[src/rtl/key_entry_ctrl_if.sv]
// Consumer-side bus of the key entry controller: the five-slot value, the
// slot being edited, and the valid/ready handshake that offers the value.
interface key_entry_ctrl_if;
  logic [19:0] data_out;
  logic [2:0]  sel;
  logic        data_valid;
  logic        data_ready;

  modport master (
    output data_out,
    output sel,
    output data_valid,
    input  data_ready
  );

  modport slave (
    input  data_out,
    input  sel,
    input  data_valid,
    output data_ready
  );
endinterface

[src/rtl/key_entry_ctrl.sv]
// Five debounced push keys edit five 4-bit slots (inc, dec, next slot, offer,
// clear); the packed slots are offered to a consumer over a valid/ready handshake.
module key_entry_ctrl #(
  parameter int DEBOUNCE_CYCLES = 500000
) (
  input  logic             clk_50MHz,
  input  logic             reset,
  input  logic [4:0]       key,
  output logic [4:0]       key_led,
  key_entry_ctrl_if.master bus
);

  localparam int CNT_W = (DEBOUNCE_CYCLES > 1) ? $clog2(DEBOUNCE_CYCLES) : 1;
  localparam logic [CNT_W-1:0] CNT_MAX = CNT_W'(DEBOUNCE_CYCLES - 1);

  typedef enum logic [0:0] {
    EDIT  = 1'b0,
    OFFER = 1'b1
  } state_t;

  logic [4:0]       sync1_r;
  logic [4:0]       sync2_r;
  logic [4:0]       deb_r;
  logic [CNT_W-1:0] cnt_r [5];
  logic [4:0]       accept_s;
  logic [4:0]       press_s;
  logic [4:0]       key_led_r;

  state_t           state_r;
  state_t           state_nx_s;
  logic [4:0][3:0]  slot_r;
  logic [4:0][3:0]  slot_nx_s;
  logic [2:0]       sel_r;
  logic [2:0]       sel_nx_s;
  logic             valid_r;
  logic             valid_nx_s;

  // Acceptance fires on the stable cycle that flips the debounced state; a
  // press is that flip going 1 -> 0, so it lines up with the state change.
  always_comb begin
    accept_s = 5'b00000;
    press_s  = 5'b00000;
    for (int i = 0; i < 5; i++) begin
      accept_s[i] = (sync2_r[i] != deb_r[i]) && (cnt_r[i] == CNT_MAX);
      press_s[i]  = accept_s[i] && deb_r[i];
    end
  end

  // Synchronizer, per-key stability counters and debounced key state.
  always_ff @(posedge clk_50MHz or posedge reset) begin
    if (reset) begin
      sync1_r <= 5'b11111;
      sync2_r <= 5'b11111;
      deb_r   <= 5'b11111;
      for (int i = 0; i < 5; i++) begin
        cnt_r[i] <= {CNT_W{1'b0}};
      end
    end else begin
      sync1_r <= key;
      sync2_r <= sync1_r;
      for (int i = 0; i < 5; i++) begin
        if (sync2_r[i] == deb_r[i]) begin
          cnt_r[i] <= {CNT_W{1'b0}};
        end else if (accept_s[i]) begin
          deb_r[i] <= sync2_r[i];
          cnt_r[i] <= {CNT_W{1'b0}};
        end else begin
          cnt_r[i] <= cnt_r[i] + {{(CNT_W-1){1'b0}}, 1'b1};
        end
      end
    end
  end

  // Pressed-key indicators.
  always_ff @(posedge clk_50MHz or posedge reset) begin
    if (reset) begin
      key_led_r <= 5'b00000;
    end else begin
      key_led_r <= ~deb_r;
    end
  end

  // FSM state register.
  always_ff @(posedge clk_50MHz or posedge reset) begin
    if (reset) begin
      state_r <= EDIT;
    end else begin
      state_r <= state_nx_s;
    end
  end

  // FSM next state: clear beats everything, including a handshake in OFFER.
  always_comb begin
    state_nx_s = state_r;
    case (state_r)
      EDIT: begin
        if (press_s[4]) begin
          state_nx_s = EDIT;
        end else if (press_s[3]) begin
          state_nx_s = OFFER;
        end else begin
          state_nx_s = EDIT;
        end
      end
      OFFER: begin
        if (press_s[4]) begin
          state_nx_s = EDIT;
        end else if (valid_r && bus.data_ready) begin
          state_nx_s = EDIT;
        end else begin
          state_nx_s = OFFER;
        end
      end
      default: state_nx_s = EDIT;
    endcase
  end

  // FSM outputs: next slot contents, edit index and valid flag.
  always_comb begin
    slot_nx_s  = slot_r;
    sel_nx_s   = sel_r;
    valid_nx_s = valid_r;
    if (press_s[4]) begin
      slot_nx_s  = {5{4'd0}};
      sel_nx_s   = 3'd0;
      valid_nx_s = 1'b0;
    end else begin
      case (state_r)
        EDIT: begin
          valid_nx_s = 1'b0;
          if (press_s[3]) begin
            valid_nx_s = 1'b1;
          end else if (press_s[2]) begin
            sel_nx_s = (sel_r == 3'd4) ? 3'd0 : sel_r + 3'd1;
          end else if (press_s[1]) begin
            slot_nx_s[sel_r] = slot_r[sel_r] - 4'd1;
          end else if (press_s[0]) begin
            slot_nx_s[sel_r] = slot_r[sel_r] + 4'd1;
          end else begin
            slot_nx_s = slot_r;
          end
        end
        OFFER: begin
          if (valid_r && bus.data_ready) begin
            valid_nx_s = 1'b0;
          end else begin
            valid_nx_s = 1'b1;
          end
        end
        default: begin
          valid_nx_s = 1'b0;
        end
      endcase
    end
  end

  // Slot, index and valid registers.
  always_ff @(posedge clk_50MHz or posedge reset) begin
    if (reset) begin
      slot_r  <= {5{4'd0}};
      sel_r   <= 3'd0;
      valid_r <= 1'b0;
    end else begin
      slot_r  <= slot_nx_s;
      sel_r   <= sel_nx_s;
      valid_r <= valid_nx_s;
    end
  end

  assign bus.data_out   = slot_r;
  assign bus.sel        = sel_r;
  assign bus.data_valid = valid_r;
  assign key_led        = key_led_r;

endmodule

[src/flat_wrapper.sv]
// flat-port wrapper written by rule: the top's interface ports become plain ports
module key_entry_ctrl_flat 
#(
  parameter int DEBOUNCE_CYCLES = 500000
)
  (clk_50MHz, reset, key, key_led, bus_data_out, bus_sel, bus_data_valid, bus_data_ready);
  key_entry_ctrl_if bus_i ();
  input  logic clk_50MHz;
  input  logic reset;
  input  logic [4:0] key;
  output logic [4:0] key_led;
  output wire logic [$bits(bus_i.data_out)-1:0] bus_data_out;
  output wire logic [$bits(bus_i.sel)-1:0] bus_sel;
  output wire logic [$bits(bus_i.data_valid)-1:0] bus_data_valid;
  input wire logic [$bits(bus_i.data_ready)-1:0] bus_data_ready;
  assign bus_data_out = bus_i.data_out;
  assign bus_sel = bus_i.sel;
  assign bus_data_valid = bus_i.data_valid;
  assign bus_i.data_ready = bus_data_ready;
  key_entry_ctrl #(.DEBOUNCE_CYCLES(DEBOUNCE_CYCLES)) u_core (.clk_50MHz(clk_50MHz), .reset(reset), .key(key), .key_led(key_led), .bus(bus_i));
endmodule
[config.mk]
export PLATFORM = sky130hd
export DESIGN_NAME = key_entry_ctrl_flat
export DESIGN_NICKNAME = d
export VERILOG_FILES = /design/src/rtl/key_entry_ctrl_if.sv /design/src/rtl/key_entry_ctrl.sv /design/src/flat_wrapper.sv
export SDC_FILE = /design/constraint.sdc
export NUM_CORES = 1
export LEC_CHECK = 0
export ABC_CLOCK_PERIOD_IN_PS = 5100
export BUFFER_PORTS_ARGS = -buffer_cell sky130_fd_sc_hd__clkbuf_2
export CAP_MARGIN = 20
export CORE_UTILIZATION = 36
export CTS_CLUSTER_SIZE = 12
export DETAILED_ROUTE_END_ITERATION = 10
export GPL_ROUTABILITY_DRIVEN = 1
export GPL_TIMING_DRIVEN = 0
export PLACE_DENSITY = 0.54
export SYNTH_ARGS = -nofsm -noshare
export SYNTH_HDL_FRONTEND = slang
export SYNTH_SLANG_ARGS = --single-unit
[constraint.sdc]
create_clock -name clk_50MHz -period 5.1 [get_ports clk_50MHz]
set_clock_uncertainty 0.1 [all_clocks]
set_input_delay 0.51 -clock clk_50MHz [delete_from_list [all_inputs] [get_ports clk_50MHz]]
set_output_delay 0.51 -clock clk_50MHz [all_outputs]
set_load 0.1 [all_outputs]
Word-level counts from Yosys, hierarchy flattened
Index checks and enable logic that the tools add are counted.
{"block": "word_totals", "rom_bits": 0, "in_bits": 8, "reg_bits": 140, "latch_bits": 0, "memories": 0, "mem_bits_rw": 0, "out_inout_bits": 29}
{"block": "op_classes", "n_lt_le_gt_ge": 2, "mux": 34, "shifts": 0, "div_mod_pow": 0, "mul": 0, "add_sub_neg": 8, "bitwise_logic": 7, "n_eq_ne": 19, "reduce_logical": 21}
{"operator": "$mux 19", "n": 10}
{"operator": "$mux 20", "n": 6}
{"operator": "$add 19x1->19 const B", "n": 5}
{"operator": "$eq 19x19->1 const B", "n": 5}
{"operator": "$bwmux 20", "n": 2}
{"operator": "$mux 3", "n": 5}
{"operator": "$bmux 4 s3", "n": 1}
{"operator": "$demux 4 s3", "n": 1}
{"operator": "$logic_and 1x1->1", "n": 12}
{"operator": "$reduce_and 2->1", "n": 5}
{"operator": "$mux 4", "n": 2}
{"operator": "$ne 2x1->1 const B", "n": 3}
{"operator": "$not 1->1", "n": 6}
{"operator": "$eq 1x1->1", "n": 5}
{"operator": "$mux 1", "n": 5}
{"operator": "$ne 1x1->1", "n": 5}
{"operator": "$not 5->5", "n": 1}
{"operator": "$add 4x1->4 const B", "n": 1}
{"operator": "$lt 3x4->1 const B", "n": 1}
{"operator": "$pmux 1 s2", "n": 2}
{"operator": "$reduce_and 4->1", "n": 1}
{"operator": "$sub 4x1->4 const B", "n": 1}
{"operator": "$add 3x1->3 const B", "n": 1}
{"operator": "$eq 3x3->1 const B", "n": 1}
{"operator": "4 further kinds", "n": 4}

Depth between registers and ports, before layout
{"block": "depth", "depth_word": 11, "ltp_mapped": 10, "ltp_nobuf": 9}

Worst setup path before layout
No wires, ideal clock.
{"block": "synth_timing", "path_kind": "flip-flop to flip-flop", "startpoint": "register u_core.sel_r[0], in the netlist u_core.bus.sel[0]", "endpoint": "register u_core.slot_r (netlist bit u_core.bus.data_out[10])", "arrival_time_ns": 2.936, "stages_incl_launch_ff": 11, "setup_slack_ns": 1.989, "path_buffers": 1, "path_cell_list": "dfrtp_1 buf_1 mux2i_1 nor2_1 a21oi_1 inv_1 ha_1 mux2i_1 xor2_1 mux2i_1 nor2_1"}
{"block": "synth_between", "elab_chain_cells": 11}
{"element": "start, declared", "line": "key_entry_ctrl.sv:33", "rtl": "logic [2:0] sel_r;"}
{"element": "start signal, assigned", "line": "key_entry_ctrl.sv:165", "rtl": "sel_r <= sel_nx_s;"}
{"element": "branches (longest 6 deep; another with $add 4x1->4)"}
{"element": "$mux 20 *", "line": "key_entry_ctrl.sv:135", "rtl": "end else if (press_s[1]) begin"}
{"element": "$mux 20 *", "line": "key_entry_ctrl.sv:133", "rtl": "end else if (press_s[2]) begin"}
{"element": "$mux 20 *", "line": "key_entry_ctrl.sv:131", "rtl": "if (press_s[3]) begin"}
{"element": "$mux 20 *", "line": "key_entry_ctrl.sv:128", "rtl": "case (state_r)"}
{"element": "$mux 20 *", "line": "key_entry_ctrl.sv:123", "rtl": "if (press_s[4]) begin"}
{"element": "end signal, assigned", "line": "key_entry_ctrl.sv:160", "rtl": "slot_r <= {5{4'd0}};"}
{"element": "end signal, assigned", "line": "key_entry_ctrl.sv:164", "rtl": "slot_r <= slot_nx_s;"}
{"element": "end, declared", "line": "key_entry_ctrl.sv:31", "rtl": "logic [4:0][3:0] slot_r;"}
Mark *: on every way between the ends. The select of a mux whose other input is x is not followed.
A chain may end at the register's enable or synchronous reset.

Final worst setup path
{"block": "layout_timing", "startpoint": "register u_core.sel_r[0], in the netlist u_core.bus.sel[0]", "endpoint": "register u_core.slot_r (netlist bit u_core.bus.data_out[6])"}
Same word-level chain as after synthesis.

==> impl_metrics.csv <==
group,metric,value,unit
yosys,postSynthRegisterBits,140,
min_path,hold_depth,1,
floorplan,starting_density,37.4,%
route,detail_routed_via_count_per_cell,4.96,
clock_network,root_buffer,"sky130_fd_sc_hd__clkbuf_16",
pwr,leakage_power_of_the_design,3.42,nW
pwr,power_density,342,nW/um^2
yosys,postSynthCellCount,642,
clock_network,worstSkewPairLatency,420,ps
yosys,number_of_nets_in_the_synthesized_netlist,659,
yosys,seq_area_frac_synth,53.7,%
clock_network,tritoncts,"built",
route,dr.pass1.iters,5,
timing,timing.max_slew.rel_slack,53.0,%
yosys,synth.lib_cells_used.distinct,50,
final_layout,final_net_count,715,
place,routability_driven_placement_congestion_ratio,0.816,
yosys,synth_top_area_share,47.7,%
yosys,synth.area.top_cells,"sky130_fd_sc_hd__dfrtp_1, sky130_fd_sc_hd__xor2_1, sky130_fd_sc_hd__nor2_1",
timing,worst-slew-pin-transition,705,ps
yosys,syn_area,6560,sq um
clock_network,cts-buffers-inserted,17,
setup_path,end_kind,"register",
timing,drv_slew,0,
clock_network,cts_max_level,4,
yosys,yosys.area.top_type,"sky130_fd_sc_hd__dfrtp_1",
floorplan,floorplan.core_area,17500,sq um
pwr,vdd.ir_drop.worst,0.000219,V
outcome,status,"complete, no violations",
place,placedInstanceArea,7050,sq um
clock_network,clkSinkCount,140,
timing,rsz0062_at_grt,"false",
floorplan,die_width,137,microns
floorplan,rows,48,
global_route,grt-ovfl-total,0,
setup_path,reg2regPathDepth,10,
final_layout,syn_to_final_growth,17.8,%
setup_path,crit_required,5320,ps
route,avgRoutedWirePerCell,14.5,microns
clock_network,cts_resized,0,
setup_path,critPathMaxFanout,10,
global_route,pin_count_of_the_biggest_net_entering_global_routing,77,
yosys,synth.avg_cell_area,10.2,sq um
min_path,worst_hold_check_path_type,"input pin to register",
clock_network,cts.clk_slew.worst_paths,60,ps
route,drcViolationCount,0,
place,post-place-cells,904,
setup_path,nature_of_the_critical_path_startpoint,"register",
place,post-dp-hpwl,9.41,mm
final_layout,layout_commonest_cell,"sky130_fd_sc_hd__nor2_1",
global_route,antenna_found_initial,0,
final_layout,final_layout_size_suffix_gt1_share,13.9,%
timing,upper_clock_frequency_limit,309,MHz
final_layout,num_antenna_cells,0,
floorplan,die_height,137,microns
route,detail_route.iter0.violations,234,
route,antenna_left,0,
route,vias,4647,
global_route,wire_length_of_the_first_global_routing_pass,23.3,mm
timing,share_of_the_clock_period_used_by_the_worst_path_after_layout,63.5,%
clock_network,hold_buffers,0,
timing,timing.final.crit_period,3240,ps
clock_network,setup_bufs_post_cts,0,
flow_run,total_of_max_cap_violations,0,
final_layout,layout.cells.most_common_list,"sky130_fd_sc_hd__nor2_1, sky130_fd_sc_hd__dfrtp_1, sky130_fd_sc_hd__xor2_1, sky130_fd_sc_hd__nand2_1, sky130_fd_sc_hd__nand3_1",
final_layout,layout.cells.non_filler,936,
floorplan,die_area,18800,sq um
setup_path,critical_path_arrival,3460,ps
timing,final_hold_viol_count,0,
route,routed_wl,13.5,mm
global_route,number_of_global_route_vias_before_repair,4702,
place,io_buffer_count,36,
yosys,top_flip_flop_cell_by_instance_count_after_synthesis,"sky130_fd_sc_hd__dfrtp_1",
yosys,synth-warning-count,0,
setup_path,worst-setup-path-type,"register to register",
final_layout,final_cell_area,7720,sq um
global_route,grt_use_total,16.2,%
floorplan,io_pins,37,
yosys,synth_edf_count,0,
yosys,share_of_synthesized_registers_carrying_an_async_set_or_reset,100,%
clock_network,clockBufferDepth,2,
timing,setup_viol,0,
==> final cells by class <==
| cell class | count | area [sq um] |
|---|---|---|
| fillers | 1671 | 9810 |
| flip-flops and latches | 140 | 3520 |
| multi-input cells | 466 | 2900 |
| clock buffers | 17 | 425 |
| well taps | 225 | 282 |
| clock inverters | 15 | 246 |
| repair buffers | 37 | 208 |
| inverters | 21 | 83.8 |
| plain buffers | 15 | 57.6 |
==> flip-flops by register name, indices dropped and copies added, names as in the netlist <==
name,flops
u_core.bus.sel,3
u_core.key_led,5
u_core.bus.data_out,20
u_core.state_r,1
u_core.bus.data_valid,1
u_core.deb_r,5
u_core.sync1_r,5
u_core.sync2_r,5
u_core.cnt_r,95
==> synth_stat cells (11+ instances only) <==
library cell,number
sky130_fd_sc_hd__clkbuf_1,11
sky130_fd_sc_hd__dfrtp_1,125
sky130_fd_sc_hd__xor2_1,64
sky130_fd_sc_hd__mux2i_1,20
sky130_fd_sc_hd__dfstp_2,15
sky130_fd_sc_hd__xnor2_1,29
sky130_fd_sc_hd__nand3_1,40
sky130_fd_sc_hd__and3_1,17
sky130_fd_sc_hd__nor2_1,135
sky130_fd_sc_hd__nand4_1,11
sky130_fd_sc_hd__inv_1,21
sky130_fd_sc_hd__nand2_1,45
==> cells by family (layout without fill, tap and decap cells) <==
kind of cell	Yosys count	in the layout	synth area share [%]
AND/OR/NAND/NOR	309	309	23.1
flip-flops	140	140	53.7
buffers and inverters	36	105	2.08
XOR/XNOR	93	93	12.4
multiplexers	22	22	3.40
adder cells (fa/ha/maj)	9	9	1.72
AO/OA/AOI/OAI	33	33	3.59
==> worst paths after layout <==
| kind | startpoint | endpoint | slack, ps |
|---|---|---|---|
| setup / recovery | u_core.bus.sel[0] | u_core.bus.data_out[6] | 1860 |
| setup reg to reg | u_core.bus.sel[0] | u_core.bus.data_out[6] | 1860 |
| hold / removal | key[2] | u_core.sync1_r[2] | 70 |
| min in group asynchronous | reset | u_core.cnt_r[5] | 120 |
| hold reg to reg | u_core.sync1_r[4] | u_core.sync2_r[4] | 250 |
| max in group asynchronous | reset | u_core.sync2_r[0] | 3980 |
==> metal layers <==
| metal | part of all wire [%] | wire (microns) | vias to the layer above | track usage, % |
|---|---|---|---|---|
| li1 | - | - | 2280 | - |
| met1 | 48 | 6430 | 2279 | 20.6 |
| met2 | 46 | 6260 | 75 | 25.3 |
| met3 | 5.0 | 679 | 13 | 6.11 |
| met4 | 1.2 | 160 | 0 | 5.37 |
| met5 | 0 | 0 | - | 0 |
==> through the flow <==
step,TNS (ps),hold slack [ps],total power [W],setup slack (ps),utilization [%]
global route,0,37.6,0.00274,1590,44.0
finish,0,68.4,0.00264,1860,44.0
global placement,-105830,246,0.00125,-854,40.0
CTS,0,49.5,0.00267,1850,44.0
detailed placement,0,247,0.00126,1930,40.2
floorplan,0,245,0.00123,762,-
==> worst max-delay path: stages, from the launching register on <==
cell,delay [ps]
sky130_fd_sc_hd__dfrtp_1,540
sky130_fd_sc_hd__buf_1,540
sky130_fd_sc_hd__mux2i_1,290
sky130_fd_sc_hd__nor2_1,60
sky130_fd_sc_hd__a21oi_1,450
sky130_fd_sc_hd__inv_1,130
sky130_fd_sc_hd__ha_1,210
sky130_fd_sc_hd__mux2i_1,150
sky130_fd_sc_hd__xor2_1,380
sky130_fd_sc_hd__nor2_1,100
sky130_fd_sc_hd__nor3_1,180
==> where the power goes <==
part	internal [W]	switching (W)	leakage [nW]
sequential	0.00113	0.0000164	1.86
clock	0.000916	0.000487	0.315
combinational	0.0000216	0.0000646	1.24
Power figures use the tool's default switching activity.
